`config.mk`:
```
export PLATFORM = sky130hd
export DESIGN_NAME = cpu_sram_arbiter
export DESIGN_NICKNAME = d
export VERILOG_FILES = /design/src/rtl/cpu_sram_arbiter.sv
export SDC_FILE = /design/constraint.sdc
export NUM_CORES = 1
export LEC_CHECK = 0
export ABC_AREA = 1
export BUFFER_PORTS_ARGS = -buffer_cell sky130_fd_sc_hd__buf_4
export CORE_ASPECT_RATIO = 1.2
export CORE_MARGIN = 5
export CORE_UTILIZATION = 35
export CTS_BUF_LIST = sky130_fd_sc_hd__clkbuf_4 sky130_fd_sc_hd__clkbuf_8 sky130_fd_sc_hd__clkbuf_16
export CTS_CLUSTER_DIAMETER = 80
export DETAILED_ROUTE_END_ITERATION = 16
export PLACE_DENSITY = 0.66
export SLEW_MARGIN = 20
export SYNTH_ARGS = -nofsm -noshare
export SYNTH_HDL_FRONTEND = slang
export SYNTH_SLANG_ARGS = --single-unit
```
`constraint.sdc`:
```
create_clock -name clk -period 3.35 [get_ports clk]
set_input_delay 0.335 -clock clk [delete_from_list [all_inputs] [get_ports clk]]
set_output_delay 0.335 -clock clk [all_outputs]
set_load 0.05 [all_outputs]
```
`src/rtl/cpu_sram_arbiter.sv`:
```
// Two-master (fetch/load-store) to one-slave SRAM-like bus arbiter.
// One outstanding transaction; round-robin on conflict, data first after reset.
module cpu_sram_arbiter (
  input  logic        clk,
  input  logic        resetn,
  input  logic        inst_req,
  input  logic        inst_wr,
  input  logic [1:0]  inst_size,
  input  logic [3:0]  inst_wstrb,
  input  logic [31:0] inst_addr,
  input  logic [31:0] inst_wdata,
  output logic        inst_addr_ok,
  output logic        inst_data_ok,
  output logic [31:0] inst_rdata,
  input  logic        data_req,
  input  logic        data_wr,
  input  logic [1:0]  data_size,
  input  logic [3:0]  data_wstrb,
  input  logic [31:0] data_addr,
  input  logic [31:0] data_wdata,
  output logic        data_addr_ok,
  output logic        data_data_ok,
  output logic [31:0] data_rdata,
  output logic        mem_req,
  output logic        mem_wr,
  output logic [1:0]  mem_size,
  output logic [3:0]  mem_wstrb,
  output logic [31:0] mem_addr,
  output logic [31:0] mem_wdata,
  input  logic        mem_addr_ok,
  input  logic        mem_data_ok,
  input  logic [31:0] mem_rdata
);

  typedef enum logic [1:0] {
    IDLE = 2'd0,
    REQ  = 2'd1,
    RESP = 2'd2,
    DONE = 2'd3
  } state_e;

  state_e      state_q, state_d;
  logic        last_grant_q, last_grant_d;  // 1 = data
  logic        owner_q, owner_d;            // 1 = data
  logic        mem_req_q, mem_req_d;
  logic        mem_wr_q, mem_wr_d;
  logic [1:0]  mem_size_q, mem_size_d;
  logic [3:0]  mem_wstrb_q, mem_wstrb_d;
  logic [31:0] mem_addr_q, mem_addr_d;
  logic [31:0] mem_wdata_q, mem_wdata_d;
  logic [31:0] inst_rdata_q, inst_rdata_d;
  logic [31:0] data_rdata_q, data_rdata_d;
  logic        grant_inst, grant_data;

  // Grant is gated by resetn so addr_ok is low while reset is asserted.
  always_comb begin
    grant_inst = 1'b0;
    grant_data = 1'b0;
    if (resetn && state_q == IDLE) begin
      grant_data = data_req && (!inst_req || !last_grant_q);
      grant_inst = inst_req && !grant_data;
    end
  end

  always_comb begin
    state_d      = state_q;
    last_grant_d = last_grant_q;
    owner_d      = owner_q;
    mem_req_d    = mem_req_q;
    mem_wr_d     = mem_wr_q;
    mem_size_d   = mem_size_q;
    mem_wstrb_d  = mem_wstrb_q;
    mem_addr_d   = mem_addr_q;
    mem_wdata_d  = mem_wdata_q;
    inst_rdata_d = inst_rdata_q;
    data_rdata_d = data_rdata_q;
    case (state_q)
      IDLE: begin
        if (grant_inst || grant_data) begin
          owner_d      = grant_data;
          last_grant_d = grant_data;
          mem_req_d    = 1'b1;
          mem_wr_d     = grant_data ? data_wr    : inst_wr;
          mem_size_d   = grant_data ? data_size  : inst_size;
          mem_wstrb_d  = grant_data ? data_wstrb : inst_wstrb;
          mem_addr_d   = grant_data ? data_addr  : inst_addr;
          mem_wdata_d  = grant_data ? data_wdata : inst_wdata;
          state_d      = REQ;
        end
      end
      REQ: begin
        if (mem_addr_ok) begin
          mem_req_d = 1'b0;
          state_d   = RESP;
          if (mem_data_ok) begin
            if (owner_q) data_rdata_d = mem_rdata;
            else         inst_rdata_d = mem_rdata;
            state_d = DONE;
          end
        end
      end
      RESP: begin
        if (mem_data_ok) begin
          if (owner_q) data_rdata_d = mem_rdata;
          else         inst_rdata_d = mem_rdata;
          state_d = DONE;
        end
      end
      default: state_d = IDLE;
    endcase
  end

  always_ff @(posedge clk or negedge resetn) begin
    if (!resetn) begin
      state_q      <= IDLE;
      last_grant_q <= 1'b0;
      owner_q      <= 1'b0;
      mem_req_q    <= 1'b0;
      mem_wr_q     <= 1'b0;
      mem_size_q   <= '0;
      mem_wstrb_q  <= '0;
      mem_addr_q   <= '0;
      mem_wdata_q  <= '0;
      inst_rdata_q <= '0;
      data_rdata_q <= '0;
    end else begin
      state_q      <= state_d;
      last_grant_q <= last_grant_d;
      owner_q      <= owner_d;
      mem_req_q    <= mem_req_d;
      mem_wr_q     <= mem_wr_d;
      mem_size_q   <= mem_size_d;
      mem_wstrb_q  <= mem_wstrb_d;
      mem_addr_q   <= mem_addr_d;
      mem_wdata_q  <= mem_wdata_d;
      inst_rdata_q <= inst_rdata_d;
      data_rdata_q <= data_rdata_d;
    end
  end

  assign inst_addr_ok = grant_inst;
  assign data_addr_ok = grant_data;
  assign inst_data_ok = (state_q == DONE) && !owner_q;
  assign data_data_ok = (state_q == DONE) && owner_q;
  assign inst_rdata   = inst_rdata_q;
  assign data_rdata   = data_rdata_q;
  assign mem_req      = mem_req_q;
  assign mem_wr       = mem_wr_q;
  assign mem_size     = mem_size_q;
  assign mem_wstrb    = mem_wstrb_q;
  assign mem_addr     = mem_addr_q;
  assign mem_wdata    = mem_wdata_q;

endmodule

```
Word-level counts from Yosys, hierarchy flattened
Index checks and enable logic that the tools add are counted.
Widths: inputs -> output; s select.
- eq/ne operators: 6
- mux-type cells: 23
- reductions and logical operators: 17
- operator list (kind ; number):
    $mux 32 ; 8
    $pmux 32 s2 ; 2
    $mux 2 ; 4
    $mux 1 ; 6
    $pmux 2 s3 ; 1
    $reduce_and 3->1 ; 2
    $logic_and 1x1->1 ; 5
    $eq 2x2->1 const B ; 2
    $mux 4 ; 1
    $ne 2x2->1 const B ; 2
    $reduce_and 2->1 ; 2
    $reduce_bool 2->1 ; 2
    $logic_not 1->1 ; 3
    $eq 2x1->1 const B ; 1
    $logic_not 2->1 ; 1
    $logic_or 1x1->1 ; 2
    $ne 2x1->1 const B ; 1
    $pmux 1 s2 ; 1
- bits in registers: 139
- input bits: 180
- output and inout port bits: 140
- logic and storage cells: 56

Longest topological paths before layout
Gate-level depths: netlist (run 1).
- depth after elaboration: 9
- gate-level depth with buffers: 10
- depth with buffers taken out: 9

Worst setup path before layout (run 1)
Ideal clock, no wire load.
- kind: register -> output
- from: reg state_q[0]
- to: out inst_addr_ok
- data arrival time: 1.392 ns
- data required time: 3.015 ns
- path slack: 1.623 ns
- cell stages (with the launch flop): 8
- path buffers: 1
- cells stage by stage: dfrtp_1 inv_1 ha_1 nand2_2 inv_2 nand2_2 a21oi_4 buf_6
- longest elaborated chain between the ends: 3
- RTL lines (item ; RTL line ; source):
    from (decl) ; 42 ; state_e state_q, state_d;
    from (signal assigned) ; 127 ; state_q <= state_d;
    $logic_not 2->1 ; 59 ; if (resetn && state_q == IDLE) begin
    $logic_and 1x1->1 ; 59 ;
    $mux 1 ; 59 ;
    to (decl) ; 12 ; output logic inst_addr_ok,
No other way between the ends.

Worst setup path in the final report (run 1)
Same ends and word-level chain as after synthesis.

==> results of run 1 <==
==> power by group through the flow <==
stage / clock network (uW) / logic, uW / registers [uW]
2_1_floorplan: 0 / 1140 / 5370
3_3_place_gp: 0 / 5450 / 2870
3_5_place_dp: 0 / 5510 / 2870
4_1_cts: 1920 / 5500 / 2870
5_1_grt: 1990 / 5780 / 2970
6_report: 1880 / 5430 / 2860
==> registers in the layout (all words and copies together), names as in the netlist <==
signal      cells
data_rdata     32
inst_rdata     32
mem_addr       32
mem_wdata      32
mem_wstrb       4
mem_size        2
state_q         2
mem_req         1
mem_wr          1
owner_q         1
==> stage by stage <==
| step | cell area, um2 | power [uW] | utilization, % | std cells | hold WS [ps] |
|---|---|---|---|---|---|
| 2_1_floorplan | 5780 | 6510 | - | 663 | 39.4 |
| 3_3_place_gp | 8320 | 8320 | 51.3 | 1168 | 460 |
| 3_5_place_dp | 8320 | 8380 | 51.3 | 1168 | 467 |
| 4_1_cts | 8910 | 10300 | 55.0 | 1200 | 113 |
| 5_1_grt | 8920 | 10700 | 55.0 | 1200 | 112 |
| 6_report | 8920 | 10200 | 55.0 | 1200 | 100 |
==> final timing paths <==
kind	startpoint	to	slack (ps)	cells past startpoint
hold reg to reg	mem_req$_DFFE_PN0P_	mem_req$_DFFE_PN0P_	480	2
max in group asynchronous	resetn	mem_addr[31]$_DFFE_PN0P_	2560	2
min in group clk	data_addr[2]	mem_addr[2]$_DFFE_PN0P_	130	3
setup reg to reg	state_q[1]$_DFFE_PN0P_	inst_rdata[3]$_DFFE_PN0P_	1050	7
setup / recovery	state_q[0]$_DFFE_PN0P_	inst_addr_ok	890	8
hold / removal	resetn	data_rdata[28]$_DFFE_PN0P_	100	2
==> cell type report <==
type                    instances  area, um2  share of cell area [%]
multi-input cells             448       1960                    21.9
clock buffers                  22        494                    5.54
inverters                      43        161                    1.81
well taps                     212        265                    2.97
clock inverters                10        103                    1.15
flip-flops and latches        139       3480                    39.0
repair buffers                326       2460                    27.6
==> cell usage after synthesis, drive strengths merged <==
| library cell | count | share of area [%] |
|---|---|---|
| a21oi | 3 | 0.45 |
| buf | 21 | 2.6 |
| clkbuf | 12 | 0.78 |
| dfrtp | 139 | 60 |
| ha | 4 | 0.87 |
| inv | 43 | 2.8 |
| nand2 | 292 | 19 |
| nand3 | 77 | 6.8 |
| nand4 | 1 | 0.22 |
| nor2 | 4 | 0.52 |
| o21a | 1 | 0.13 |
| o21ai | 66 | 5.7 |
==> critical path, delay by kind of cell, from the launching register on <==
| kind | cells | cell delay [ps] |
|---|---|---|
| buffers and inverters | 4 | 740 |
| flip-flops | 1 | 410 |
| adder cells (fa/ha/maj) | 1 | 240 |
| AND/OR/NAND/NOR | 2 | 180 |
| AO/OA/AOI/OAI | 1 | 140 |
==> metal layers <==
layer	vias up	part of all wire (%)	track usage [%]	wire, um
met2	229	48	32.1	9170
met1	2562	40	23.8	7680
met5	-	0	0	0
met4	0	0.95	5.26	182
met3	16	11	8.54	2140
li1	2719	-	-	-
==> cell usage in the layout, fill, tap and decap left out, drive strengths merged <==
master    netlist  final
buf            21    326
nand2         292    292
dfrtp         139    139
nand3          77     77
o21ai          66     66
inv            43     48
clkbuf         12     22
ha              4      4
nor2            4      4
a21oi           3      3
clkinvlp        0      2
clkinv          0      2
nand4           1      1
o21a            1      1
bufinv          0      1
==> kinds of logic (layout without fill, tap and decap cells) <==
family,after synthesis,after routing
AND/OR/NAND/NOR,374,374
flip-flops,139,139
buffers and inverters,76,401
AO/OA/AOI/OAI,70,70
adder cells (fa/ha/maj),4,4
==> results summary, run 1 <==
The share of the synthesized area in compound gates (AO/OA/AOI/OAI) came out at 6.30%. The number of setup buffers added after CTS is 0. After detailed routing, the average wire length per cell comes to 16.0 um. The number of nets in the final layout came out at 1159.

The routability-driven placement congestion ratio is 0.818. Averaged over all synthesized cells, the footprint is 8.72 um2. The pre-CTS setup slack came out at 902 ps. The number of distinct library cells after synthesis is 18. After Yosys synthesis, and, or, nand and nor cells account for 26.5% of the synthesized area. The synthesized cell area came out at 5780 um2. Traced cell by cell, the critical path runs through inv_1 -> ha_1 -> nand2_2 -> inv_2 -> nand2_2 -> a21oi_4 -> buf_12 -> buf_4. At the pin with the least slew margin, the transition time is 961 ps.

Setup repair after global routing left no endpoint under its margin. The post-cts gate resize count came out at 0. The share of total power in sequential cells is 28.1%. By instance count, the cell type seen most on the critical path is sky130_fd_sc_hd__nand2_2. The clock drives 139 sinks. The number of buffers created by CTS came out at 17. The switching power of the nets came out at 5070 uW. The core region is 16200 um2. The hold buffer count at cts came out at 0.

After detailed routing, the number of vias per cell comes to 4.61. The number of global-route vias before repair is 5532. The part of the Yosys area used for sequential elements came out at 60.2%. The number of endpoints failing setup at the final stage came out at 0. The maximum number of pins on one net before global-route repair is 77. The port buffer count came out at 319. The first-pass GRT wire length came out at 29.5 mm. The internal power came out at 5110 uW. The number of antenna violations at the first check in global routing came out at 0. The total power per unit cell area came out at 1140 nW/um2. The multiplexer share of the synthesized area is 0%. The signal arrival time at the worst endpoint is 2130 ps.

The post-route clock skew is 7.95 ps. After technology mapping, the gate count stands at 663. The CTS tree is done. The arithmetic-cell share of the synthesized area counting full adders, half adders and majority gates came out at 0.866%. The number of buffers on the longest clock path came out at 2. The routed design has 19.2 mm of wire. The register clock-pin slew on the reported worst setup and hold paths came out at 60 ps. The cell with the largest stage delay on the worst path is sky130_fd_sc_hd__dfrtp_1. In this run the worst hold path is classified as in -> async. When the netlist entered floorplanning its net count stood at 847. The largest single stage delay on the critical path is 410 ps.

The cell leakage power came out at 0.00481 uW. The peak clock frequency supported by timing is 406 MHz. From synthesis to final layout, the design area changed by 54.3%. The number of slew-limit violations in the final report came out at 0. The final critical path takes up 73.6% of the cycle.

The maximum level of the CTS H-tree came out at 4. Detailed placement finished with a half-perimeter wire length of 14.0 mm. The setup TNS came out at 0 ps. The total global routing overflow is 0.

The share of final-layout standard cells stronger than drive strength 1 is 37.0%. The length of the first detailed-routing pass in iterations came out at 4. The chip height came out at 151 um.

The setup path with the least slack is of type reg -> out. The cell sitting at the root of the clock tree is a sky130_fd_sc_hd__clkbuf_16. The horizontal die dimension is 127 um. The fraction of synthesized cell area in xor and xnor cells came out at 0%. Once detail routing completed, the nets flagged for antenna violations numbered 0. Measured against its own limit, the worst slew margin works out to 36.0%.

The highest ir drop seen on vdd came out at 0.000681 V. The number of max-cap violations is 0. In this run switching power makes up 49.8% of total power. After layout, the worst setup slack is 885 ps. The clock latency at the later pin of the worst-skew pair is 410 ps. The yosys synthesis warning count is 0. The number of placement rows is 51. In this run the worst path has a maximum fanout of 72. The proportion of power drawn by the clock network is 18.5%. The worst setup path is launched from a register. The hold violation total from the final report came out at 0. The flow ran to the end, and the final reports show no timing, DRC or antenna violations. The number of vias after detailed routing came out at 5526. In this run, the combinational gates consume 53.4% of the power. The count of antenna diodes in the layout came out at 0. STA classifies the critical path endpoint as an output port. The filler cell count came out at 1551. Pin placement for this block handled 320 I/O pins.

The die footprint is 19200 um2. The starting DRC count in detailed routing is 322. The overall routing resource usage is 19.6%. After synthesis, the largest family of logic cells by area is simple AND/OR/NAND/NOR gates. The required time of the critical path is 3010 ps. The initial standard-cell utilization of the core came out at 35.7%. After detailed routing, the number of remaining DRC violations is 0. The number of flip-flops and latches in the synthesized netlist came out at 139. The time the final worst path needs with I/O delays and setup came out at 2460 ps.
Power figures use the tool's default switching activity.
==> run 2: changes to the inputs <==
Settings changed: ABC_AREA 1 to 0.
Clock period 3.35 ns to 2.4 ns, I/O delays scaled along.
==> run 2 against run 1 <==
- sequential share of layout area fell by 0.82 points
- cell count fell by 20%
- clock power rose by 43%
- first-iteration DRC count fell by 40%
- die area fell by 0.76%
- critical endpoint is now data_addr_ok
- largest power group unchanged
==> results summary, run 2 <==
The run finished with clean final reports. The number of placement rows came out at 51 (unchanged). After synthesis, the most frequently instantiated cells are sky130_fd_sc_hd__dfrtp_1 (139), sky130_fd_sc_hd__a221o_1 (71), sky130_fd_sc_hd__mux2_2 (62), sky130_fd_sc_hd__and2_0 (58).

The clock latency at the later pin of the worst-skew pair came out at 400 ps (about the same). The number of primary I/O pins is 320 (unchanged). The number of antenna violations at the first check in global routing is 0 (unchanged). The library cells used most frequently in the layout, excluding fill and tap cells, are sky130_fd_sc_hd__buf_4 (331), sky130_fd_sc_hd__dfrtp_1 (139), sky130_fd_sc_hd__a221o_1 (71), sky130_fd_sc_hd__mux2_2 (62), sky130_fd_sc_hd__and2_0 (58). The initial standard-cell utilization of the core came out at 35.5% (-0.15 points). The overall routing resource usage is 19.0% (-0.60 points). The signal arrival time at the worst endpoint was 2000 ps (-130 ps). The first-pass GRT wire length is 28.6 mm (-3.2%). The total nets after synthesis is 587 (-31%). The HPWL after detailed placement came out at 14.0 mm (about the same).

The required time of the critical path is 2160 ps (-850 ps). The post-detailed-route count of antenna-violating nets came out at 0 (unchanged). The total global routing overflow is 0 (unchanged). The number of buffers created by CTS came out at 17 (unchanged). The cell leakage power came to 0.00440 uW (-8.5%). The number of max-cap violations came out at 0 (unchanged). The number of buffers on the longest clock path came out at 2 (unchanged). The maximum number of pins on one net before global-route repair is 136 (+77%).

Setup repair after global routing left no endpoint under its margin. The critical path in this run is classified as reg -> out. The area added between synthesis and finish came out at 58.9%. The highest ir drop seen on vdd was 0.000739 V (+8.5%). The synthesized cell area came to 5730 um2 (-0.82%). The number of endpoints failing setup at the final stage is 0 (unchanged). The routed length per placed instance is 19.3 um (+21%).

The peak clock frequency supported by timing is 447 MHz. The horizontal die dimension came to 127 um (-0.38%). The number of distinct library cells after synthesis is 27 (+9). The number of synthesized flops with an enable pin is 0 (unchanged). The chip height came out at 150 um (-0.38%).

The port buffer count is 319 (unchanged). The register clock-pin slew on the reported worst setup and hold paths is 60 ps (about the same). Yosys instantiated no cell more often than sky130_fd_sc_hd__dfrtp_1.

The total power per unit cell area is 1700 nW/um2 (+49%). The time the final worst path needs with I/O delays and setup is 2240 ps. The final worst-path cycle share is 93.3%. The share of final-layout standard cells stronger than drive strength 1 is 58.7% (+22 points). Leaving out fill and tap cells, the most frequent cell in the layout is sky130_fd_sc_hd__buf_4.

The fraction of post-synthesis cell area in the top cell type by area is 60.7% (+0.50 points). TritonCTS built the clock tree. The routability-driven placement congestion ratio came out at 0.785 (-4.0%). The post-cts gate resize count is 0 (unchanged). The number of slew-limit violations in the final report is 0 (unchanged).

The number of global-route vias before repair came to 5244 (-5.2%). The starting DRC count in detailed routing came out at 194 (-40%). The length of the first detailed-routing pass in iterations came out at 4 (unchanged). The final design area excluding fillers is 9110 um2 (+2.2%). The post-detailed-placement cell area came out at 8450 um2 (+1.5%).

The yosys synthesis warning count came to 0 (unchanged). The worst max-slew margin expressed relative to the limit came to 50.7% (+15 points). The mean area per synthesized cell came out at 14.2 um2 (+63%). The type of origin of the critical path is a register. Clock tree synthesis selected as its root buffer the cell sky130_fd_sc_hd__clkbuf_16. The clock net sink count came out at 139 (unchanged). The count of antenna diodes in the layout is 0 (unchanged). The worst hold path belongs to the class in -> reg. The setup TNS was 0 ps (unchanged).

The die footprint is 19100 um2 (-0.76%). The maximum level of the CTS H-tree is 4 (unchanged). The number of flip-flops and latches in the synthesized netlist was 139 (unchanged). The number of vias after detailed routing is 4754 (-14%). The slew at the pin closest to its max-slew limit came to 736 ps (-224 ps). The number of nets in the final layout was 917 (-21%).

The most critical setup path has its startpoint at state_q[0]$_DFFE_PN0P_. In this run the critical register-to-register path is launched from state_q[0]$_DFFE_PN0P_. The total power of the final layout is 15500 uW (+53%). Of all cell types, the one taking the most synthesized area is sky130_fd_sc_hd__dfrtp_1. The number of cells produced by synthesis came out at 403 (-39%).

The startpoint identified for the worst hold timing path is mem_addr_ok. The primary flip-flop cell chosen by synthesis mapping is sky130_fd_sc_hd__dfrtp_1. The part of the Yosys area used for sequential elements is 60.7% (+0.50 points). The post-route clock skew is 14.1 ps (+6.17 ps). The total wire length after detailed routing was 18.4 mm (-3.8%). The filler cell count was 1366 (-12%). The hold violation total from the final report came to 0 (unchanged). The number of vias per cell after detailed routing came to 4.97 (+7.9%). The detailed-route DRC error count was 0 (unchanged). Ranked by total cell area, the synthesized netlist is headed by sky130_fd_sc_hd__dfrtp_1 (61%), sky130_fd_sc_hd__a221o_1 (12%), sky130_fd_sc_hd__mux2_2 (12%). The fraction of registers with async set or reset after synthesis is 100% (unchanged). The area of the core was 16100 um2 (-0.39%). The maximum fanout count along the critical path was 7 (-90%). The endpoint kind of the worst setup timing path is an output port.
-- run 2: cell count changes after synthesis, sizes merged, moves of 2 or more --
cell / delta
a221o: +71
and2: +72
clkbuf: -5
inv: -39
mux2: +66
nand2: -290
nand3: -75
nor2: -3
nor2b: +2
nor3: +2
o21ai: -65
-- run 2: cells by family after synthesis --
family	share of synthesized area (%)
flops	60.7
simple gates	8.95
compound gates	13.7
mux	13.1
buf+inv	2.73
fa+ha+maj	0.873
-- run 2: path summary, 6_finish.rpt --
check                      depth (start not counted)  slack, ps                         to
max reg2reg                                        6        360   mem_addr[20]$_DFFE_PN0P_
max                                                6        160               data_addr_ok
min                                                2         50        mem_req$_DFFE_PN0P_
max in group asynchronous                          3       1190   mem_addr[24]$_DFFE_PN0P_
min in group asynchronous                          2        260        mem_req$_DFFE_PN0P_
min reg2reg                                        1        490  data_rdata[5]$_DFFE_PN0P_
-- run 2: what timing repair did --
| action | 4_1_cts | 5_1_grt |
|---|---|---|
| hold buffers | 1 | 0 |
| hold endpoints to repair | 4 | 0 |
| buffers inserted | 0 | 6 |
| endpoints found under the setup margin | 0 | 1 |
-- run 2: area by class of cell --
| type | count | area, um2 | share of cell area (%) |
|---|---|---|---|
| clock buffer | 19 | 453 | 4.97 |
| clock inverter | 12 | 160 | 1.76 |
| inverter | 4 | 15.0 | 0.165 |
| multi-input combinational | 233 | 2140 | 23.4 |
| sequential | 139 | 3480 | 38.2 |
| tap | 212 | 265 | 2.91 |
| timing repair buffer | 338 | 2610 | 28.6 |
-- run 2: metrics by stage --
stage	cells	hold slack, ps	worst slack (ps)	util [%]
6_report	957	49.3	162	56.5
3_3_place_gp	919	47.3	393	52.3
2_1_floorplan	403	-55.6	655	-
5_1_grt	957	36.4	50.7	56.5
4_1_cts	951	35.2	28.6	56.2
3_5_place_dp	919	49.6	371	52.3
-- run 2: layer usage --
metal  wire length, um  GRT usage [%]  up-vias
met3              1450           5.50       22
li1                  -              -     2165
met1              6920           22.9     2342
met5                 0              0        -
met2              9660           33.1      225
met4               418           5.90        0
-- run 2: worst max-delay path, stage by stage, from the launching register on --
cell	delay [ps]
sky130_fd_sc_hd__dfrtp_1	400
sky130_fd_sc_hd__inv_1	100
sky130_fd_sc_hd__ha_1	330
sky130_fd_sc_hd__nand3_1	200
sky130_fd_sc_hd__a21oi_4	190
sky130_fd_sc_hd__buf_4	180
sky130_fd_sc_hd__buf_4	210
-- run 2: power by group --
group	switching [uW]	internal (uW)
sequential	662	3490
combinational	5630	3040
clock	996	1700
